`src/rtl/ps2_host_tx.sv`:
```
// rtl/ps2_host_tx.sv - PS/2 host-to-device command transmitter (optional watchdog: PS2_TX_TIMEOUT_EN)
module ps2_host_tx #(
    parameter int INHIBIT_CYCLES = 5000,
    parameter int TIMEOUT_CYCLES = 750000
) (
    input  logic       clk,
    input  logic       rst,
    input  logic [7:0] tx_data,
    input  logic       tx_valid,
    output logic       tx_ready,
    input  logic       ps2_clk_in,
    input  logic       ps2_data_in,
    output logic       ps2_clk_drv_low,
    output logic       ps2_data_drv_low,
    output logic       busy,
    output logic       tx_done,
    output logic       tx_err
);

    localparam int INH_W = $clog2(INHIBIT_CYCLES + 1);

    typedef enum logic [2:0] {
        S_IDLE,
        S_INHIBIT,
        S_START,
        S_SEND,
        S_ACK,
        S_WAIT_IDLE
    } state_t;

    state_t           r_state;
    state_t           w_next;
    logic [INH_W-1:0] r_inh_cnt;
    logic [3:0]       r_bit_cnt;
    logic [8:0]       r_shift;
    logic             r_data_low;
    logic             r_ok;
    logic             r_clk_s1;
    logic             r_clk_s2;
    logic             r_clk_s3;
    logic             r_data_s1;
    logic             r_data_s2;
    logic             w_fall;
    logic             w_inh_last;
    logic             w_timeout;
    logic             w_clk_drv;
    logic             w_data_drv;
    logic             w_done;
    logic             w_err;

    // Two-flop synchronisers on both pins plus a third clock flop for edge detect;
    // idle value is 1 so reset never fakes a falling edge.
    always_ff @(posedge clk or posedge rst) begin
        if (rst) begin
            r_clk_s1  <= 1'b1;
            r_clk_s2  <= 1'b1;
            r_clk_s3  <= 1'b1;
            r_data_s1 <= 1'b1;
            r_data_s2 <= 1'b1;
        end else begin
            r_clk_s1  <= ps2_clk_in;
            r_clk_s2  <= r_clk_s1;
            r_clk_s3  <= r_clk_s2;
            r_data_s1 <= ps2_data_in;
            r_data_s2 <= r_data_s1;
        end
    end

    assign w_fall     = r_clk_s3 & ~r_clk_s2;
    assign w_inh_last = (r_inh_cnt == INH_W'(INHIBIT_CYCLES - 1));

`ifdef PS2_TX_TIMEOUT_EN
    localparam int TO_W = $clog2(TIMEOUT_CYCLES + 1);
    logic [TO_W-1:0] r_wdog;

    // Watchdog: zero while idle (so it is clear at accept), counts every busy cycle.
    always_ff @(posedge clk or posedge rst) begin
        if (rst) begin
            r_wdog <= '0;
        end else if (r_state == S_IDLE) begin
            r_wdog <= '0;
        end else begin
            r_wdog <= r_wdog + TO_W'(1);
        end
    end

    assign w_timeout = (r_state != S_IDLE) && (r_wdog == TO_W'(TIMEOUT_CYCLES - 1));
`else
    // No watchdog in this build; the transfer waits on the device indefinitely.
    assign w_timeout = (TIMEOUT_CYCLES < 0);
`endif

    // State register.
    always_ff @(posedge clk or posedge rst) begin
        if (rst) begin
            r_state <= S_IDLE;
        end else begin
            r_state <= w_next;
        end
    end

    // Next-state and line/pulse decode; a timeout overrides everything, including a fall.
    always_comb begin
        w_next     = r_state;
        w_clk_drv  = 1'b0;
        w_data_drv = 1'b0;
        w_done     = 1'b0;
        w_err      = 1'b0;
        if (w_timeout) begin
            w_next = S_IDLE;
            w_err  = 1'b1;
        end else begin
            case (r_state)
                S_IDLE: begin
                    if (tx_valid) begin
                        w_next = S_INHIBIT;
                    end
                end
                S_INHIBIT: begin
                    w_clk_drv = 1'b1;
                    if (w_inh_last) begin
                        w_data_drv = 1'b1;
                        w_next     = S_START;
                    end
                end
                S_START: begin
                    w_data_drv = r_data_low;
                    if (w_fall) begin
                        w_next = S_SEND;
                    end
                end
                S_SEND: begin
                    w_data_drv = r_data_low;
                    if (w_fall && (r_bit_cnt == 4'd9)) begin
                        w_next = S_ACK;
                    end
                end
                S_ACK: begin
                    if (w_fall) begin
                        w_next = S_WAIT_IDLE;
                    end
                end
                S_WAIT_IDLE: begin
                    if (r_clk_s2 && r_data_s2) begin
                        w_done = r_ok;
                        w_err  = ~r_ok;
                        w_next = S_IDLE;
                    end
                end
                default: begin
                    w_next = S_IDLE;
                end
            endcase
        end
    end

    // Frame datapath: capture on accept, inhibit timing, one bit per device clock fall, ACK sample.
    always_ff @(posedge clk or posedge rst) begin
        if (rst) begin
            r_inh_cnt  <= '0;
            r_bit_cnt  <= '0;
            r_shift    <= '0;
            r_data_low <= 1'b0;
            r_ok       <= 1'b0;
        end else begin
            case (r_state)
                S_IDLE: begin
                    if (tx_valid) begin
                        r_shift    <= {~^tx_data, tx_data};
                        r_inh_cnt  <= '0;
                        r_bit_cnt  <= '0;
                        r_data_low <= 1'b0;
                        r_ok       <= 1'b0;
                    end
                end
                S_INHIBIT: begin
                    r_inh_cnt <= r_inh_cnt + INH_W'(1);
                    if (w_inh_last) begin
                        r_data_low <= 1'b1;
                        r_bit_cnt  <= '0;
                    end
                end
                S_START, S_SEND: begin
                    if (w_fall) begin
                        if (r_bit_cnt == 4'd9) begin
                            r_data_low <= 1'b0;
                        end else begin
                            r_data_low <= ~r_shift[r_bit_cnt];
                        end
                        r_bit_cnt <= r_bit_cnt + 4'd1;
                    end
                end
                S_ACK: begin
                    if (w_fall) begin
                        r_ok <= ~r_data_s2;
                    end
                end
                default: begin
                end
            endcase
            if (w_timeout) begin
                r_data_low <= 1'b0;
            end
        end
    end

    assign tx_ready         = (r_state == S_IDLE);
    assign busy             = (r_state != S_IDLE);
    assign ps2_clk_drv_low  = w_clk_drv;
    assign ps2_data_drv_low = w_data_drv;
    assign tx_done          = w_done;
    assign tx_err           = w_err;

endmodule

```
`config.mk`:
```
export PLATFORM = sky130hd
export DESIGN_NAME = ps2_host_tx
export DESIGN_NICKNAME = d
export VERILOG_FILES = /design/src/rtl/ps2_host_tx.sv
export SDC_FILE = /design/constraint.sdc
export NUM_CORES = 1
export LEC_CHECK = 0
export BUFFER_PORTS_ARGS = -buffer_cell sky130_fd_sc_hd__buf_2
export CAP_MARGIN = 20
export CORE_MARGIN = 10
export CORE_UTILIZATION = 45
export DETAILED_ROUTE_END_ITERATION = 12
export GPL_TIMING_DRIVEN = 0
export PLACE_DENSITY_LB_ADDON = 0.08
export SKIP_CTS_REPAIR_TIMING = 1
export SLEW_MARGIN = 40
export SYNTH_ARGS = -nofsm -noshare
export SYNTH_HDL_FRONTEND = slang
export SYNTH_SLANG_ARGS = --single-unit
```
`constraint.sdc`:
```
create_clock -name clk -period 3 [get_ports clk]
set_clock_uncertainty 0.15 [all_clocks]
set_input_delay 0.6 -clock clk [delete_from_list [all_inputs] [get_ports clk]]
set_output_delay 0.6 -clock clk [all_outputs]
set_load 0.05 [all_outputs]
```
# Word-level counts from Yosys, hierarchy flattened

Cells that the tools add are included.

Add/subtract/negate cells: 2
$lt $le $gt $ge: 1
Equal/unequal tests: 14
Muxes and demuxes: 29
Bitwise operators: 5
Reduce and logical (&&, ||, !) cells: 14

Operator list:

| operator                | count |
|---|---|
| $pmux W13 S2            | 1 |
| $mux W3                 | 6 |
| $pmux W3 S6             | 1 |
| $add A13 B1 Y13 const B | 1 |
| $eq A13 B13 Y1 const B  | 1 |
| $mux W13                | 1 |
| $mux W1                 | 12 |
| $mux W4                 | 3 |
| $ne A2 B2 Y1 const B    | 6 |
| $pmux W4 S3             | 1 |
| $reduce_xnor A8 Y1      | 1 |
| $eq A3 B2 Y1 const B    | 2 |
| $eq A3 B3 Y1 const B    | 2 |
| $reduce_and A6 Y1       | 1 |
| $reduce_bool A3 Y1      | 2 |
| $lt A4 B5 Y1 const B    | 1 |
| $add A4 B1 Y4 const B   | 1 |
| $bmux W1 S4             | 1 |
| $eq A4 B4 Y1 const B    | 1 |
| $not A1 Y1              | 4 |
| $pmux W1 S2             | 2 |
| $reduce_and A2 Y1       | 2 |
| $reduce_and A4 Y1       | 1 |
| $reduce_bool A2 Y1      | 2 |
| 8 further kinds         | 9 |

Flip-flop bits (word level): 36
Input bits: 13
Output and inout port bits: 6
Word-level logic and storage cells: 76

# Longest topological paths before layout

Depth in word-level cells: 6
Depth in mapped cells: 8
Depth with buffers taken out: 6

# Worst setup path before layout

Ideal clock, no wire load.

Path kind: reg2out
From: register r_state[2]
To: output ps2_data_drv_low
Arrival: 1887 ps
Required time: 2250 ps
Setup slack: 363 ps
Stages on the path, launching flop included: 4
Path buffers: 1
Cells stage by stage: dfrtp_1 clkbuf_1 nand2b_1 o21ai_0

Cells in the longest elaborated chain, start to end: 3
Elaborated cells on any way between the ends: 5
Those cells by class: eq/ne: 3; mux: 1; reduce/logical: 1

Ends and longest elaborated chain:

| what                              | line | RTL |
|---|---|---|
| start, declared                   | 31   | `state_t r_state;` |
| start signal, assigned            | 98   | `r_state <= w_next;` |
| $eq A3 B2 Y1                      | 113  | `case (r_state)` |
| $reduce_or A2 Y1 (no source line) | --   |  |
| $pmux W1 S2 (*)                   | 113  |  |
| end, declared                     | 14   | `output logic ps2_data_drv_low,` |

Every way passes the cells marked *; elsewhere a longest branch is shown, timed or not.

# Worst setup path after layout

From: register r_inh_cnt[0]
To: output ps2_data_drv_low

Cells in the longest elaborated chain, start to end: 3

Ends and longest elaborated chain:

| what                   | line | RTL |
|---|---|---|
| start, declared        | 33   | `logic [INH_W-1:0] r_inh_cnt;` |
| start signal, assigned | 177  | `r_inh_cnt <= r_inh_cnt + INH_W'(1);` |
| $eq A13 B13 Y1         | 70   | `assign w_inh_last = (r_inh_cnt == INH_W'(INHIBIT_CYCLES - 1));` |
| $mux W1                | 121  | `if (w_inh_last) begin` |
| $pmux W1 S2            | 113  |  |

Every way passes these cells.

==> results.md <==
* Wire length of the first global-routing pass at 6870 µm
* Setup Slack @ Placement at 0.448 ns
* Worst-case headroom to the max-slew limit at 0.595
* Vias per std cell at 5.72
* Most common library cell in the layout ignoring fill and taps: sky130_fd_sc_hd__dfrtp_1
* Fraction of the mapped netlist area in compound gates at 0.149
* Count of cell types in the netlist at 53
* Register area share after synthesis at 0.474
* Top-level I/O count at 19
* Via count at 1464
* Synthesized-area fraction occupied by xor and xnor cells at 0.0321
* Dominant combinational cell family by area after synthesis: simple AND/OR/NAND/NOR gates
* Antenna diode count at 0
* Average wire per cell in the routed design at 15.3 µm
* Fin crit share at 0.906
* Total number of H-tree levels at 2
* Number of antenna violations at the first check in global routing at 0
* Weighted congestion at the end of routability-driven global placement at 0.771
* Worst-path clk slew at 0.07 ns
* Layout cell share with drive strength beyond 1 at 0.248
* Synth Area in Adders at 0.0196
* Global Route Usage Sum at 0.113
* Cell breakdown of the critical path: ha_1 > and2_1 > and4_1 > nand2_1 > o21ai_0 > buf_2
* Maximum clock insertion buffer count at 2
* Floorplan die height at 85.2 µm
* Min Tclk post-route at 2.72 ns
* Crit-path max FO at 8
* Fraction of registers with async set or reset after synthesis at 1.00
* Critical path depth in cells at 6
* Worst setup margin at 0.282 ns
* Simple-gate area share of the yosys netlist at 0.173
* Leak Pwr at 0.973 nW
* Setup CP Type: flop to output pin
* RSZ-0062 raised after global routing: false
* Final WL at 3910 µm
* Port buffer count at 18
* Kind of capture point of the worst setup path: output pin
* Post-synthesis net count at 197
* Hold crit path type: primary input to asynchronous set/reset pin
* Total iterations of the first detailed-routing run at 4
* Maximum number of pins on one net before global-route repair at 37
* Number of endpoints failing setup at the final stage at 0
* Startpoint of the most critical register-to-register path: r_inh_cnt[0]
* Average cell area after synthesis at 10.6 µm²
* Required @ worst endpoint at 2.25 ns
* Outcome: complete, no violations
* Number of flops mapped to enable cells by yosys at 0
* Most used cells in the layout excluding fill and tap cells: sky130_fd_sc_hd__dfrtp_1, sky130_fd_sc_hd__buf_2, sky130_fd_sc_hd__nand2_1, sky130_fd_sc_hd__o21ai_0, sky130_fd_sc_hd__mux2_2
* Multiplexer fraction of the synthesized cell area at 0.101
* Grt ovf at 0
* Design Power at 0.000864 W
* DP HPWL at 2920 µm
* Clock insertion delay at the later pin of the skew report at 0.28 ns
* Synthesized instance count at 181
* Most used DFF post-synth: sky130_fd_sc_hd__dfrtp_1
* Die width at 85.2 µm
* Pin slew with the least headroom to its limit at 0.607 ns
* Portion of total power attributed to the clock network at 0.381
* Reg-to-reg setup timing slack at 0.95 ns
* Reported net switching power at 0.000193 W
* Post-detailed-route count of antenna-violating nets at 0
* Peak per-stage delay on the critical path at 0.39 ns
* Largest delay share family, worst path: simple AND/OR/NAND/NOR gates
* Final hold vios at 0
* Fill cell instance count of the final layout at 364
* Final sum of negative setup slack at 0 ns
* Proportion of total power due to net switching at 0.224
* Area added between synthesis and finish at 12.3%
* Clock tree from TritonCTS: built
* Number of global-route vias before repair at 1482
* Number of synthesized register bits at 36
* Worst Reg2Reg Path Length in Cells at 5
* Fraction of power consumed by sequential logic at 0.571
* Power share of the combinational group at 0.048
* Reg2reg end: r_bit_cnt[1]
* Type of element launching the critical path: flop
* Max-cap violations at 0
* Initial Util at 0.471
* Footprint of the multi-input gates at 908 µm²
* Buf/Inv on CP at 1
* Power density over the cells at 402 mW/mm²
* Arrival time of data at the critical path endpoint at 1.97 ns
* Launch point of the worst path: r_inh_cnt[0]
* Worst IR drop on VDD at 0.263 mV
* Cell chosen for the clock root: sky130_fd_sc_hd__clkbuf_8
* Slowest stage cell on the critical path: sky130_fd_sc_hd__dfrtp_1
* Maximum frequency from static timing analysis at 0.368 GHz
* FP Rows at 23
* Yosys synthesis warning count at 0
* Die area at 0.00726 mm²
* Mapped Area at 0.00191 mm²
* DRC violation count after routing at 0
* Area of the core at 0.00406 mm²
* Number of DRC violations after detailed-routing iteration 0 at 101
* Storage cell area at 907 µm²
* Internal cell power at 0.000671 W
* Number of sinks driven by the clock tree at 36
* Inserted Clock Buffers at 5
* Pins Over Slew Limit at 0
* Total number of nets in the final design at 221
flip-flops by register name, indices dropped and copies added, names as in the netlist, 3 cells and up:
register,count
r_shift,9
r_state,3
r_bit_cnt,4
r_inh_cnt,13
logic make-up after synthesis:
logic type,Yosys count
flops,36
buf+inv,17
fa+ha+maj,3
xor+xnor,7
mux,17
simple gates,58
compound gates,43
synth_stat cells, drive strengths merged (2+ instances only):
cell type / instances / share of area
inv: 7 / 0.014
a22o: 2 / 0.0092
nand3b: 2 / 0.0079
nand4: 4 / 0.021
clkbuf: 3 / 0.0059
o31ai: 2 / 0.0079
and4: 2 / 0.010
dfrtp: 31 / 0.41
ha: 3 / 0.020
nor2b: 2 / 0.0065
nor3: 3 / 0.010
nor2: 8 / 0.016
a21oi: 3 / 0.0079
mux2: 9 / 0.053
nand2b: 2 / 0.0065
a41oi: 2 / 0.0092
dfstp: 5 / 0.069
xnor2: 6 / 0.027
and3: 4 / 0.013
mux2i: 7 / 0.037
o21ai: 18 / 0.049
nand3: 6 / 0.016
o211ai: 5 / 0.020
buf: 6 / 0.028
nand2: 17 / 0.033
worst reg2reg max path, stage by stage, from the launching register on:
cell	delay [ns]
sky130_fd_sc_hd__dfrtp_1	0.41
sky130_fd_sc_hd__ha_1	0.23
sky130_fd_sc_hd__and2_1	0.25
sky130_fd_sc_hd__and4_1	0.25
sky130_fd_sc_hd__o21ai_2	0.28
sky130_fd_sc_hd__mux2_2	0.37
routing by layer:
metal / vias up / wire [µm] / GRT usage
met5: - / 0 / 0
met1: 720 / 1730 / 0.142
met3: 4 / 152 / 0.0315
met4: 0 / 31 / 0.0314
li1: 712 / - / -
met2: 28 / 2000 / 0.184
how the worst max path moves through the flow:
stage / to
3_3_place_gp: ps2_data_drv_low
4_1_cts: ps2_data_drv_low
6_report: ps2_data_drv_low
5_1_grt: ps2_data_drv_low
2_1_floorplan: ps2_data_drv_low
3_5_place_dp: ps2_data_drv_low
through the flow:
step                      std cells   util  hold slack [ns]  area [µm²]
after global placement          249  0.509            0.196        2060
after detailed placement        249  0.509            0.199        2060
final                           256  0.529            0.202        2150
after global routing            256  0.529            0.215        2150
after floorplan                 181      -            0.195        1910
after CTS                       257  0.530            0.209        2150
power groups by stage:
| stage | combinational, W | clock, W | sequential, W |
|---|---|---|---|
| global placement | 0.0000411 | 0 | 0.000502 |
| finish | 0.0000414 | 0.000329 | 0.000493 |
| detailed placement | 0.0000420 | 0 | 0.000502 |
| CTS | 0.0000424 | 0.000338 | 0.000493 |
| global route | 0.0000466 | 0.000367 | 0.000494 |
| floorplan | 0.0000255 | 0 | 0.000502 |
cell type report:
cell class / count / share of cell area
tap: 50 / 0.0291
multi-input combinational: 128 / 0.423
buffer: 8 / 0.0286
inverter: 8 / 0.0152
sequential: 36 / 0.422
clock inverter: 2 / 0.00583
clock buffer: 6 / 0.0338
timing repair buffer: 18 / 0.0420
Power figures use the tool's default switching activity.
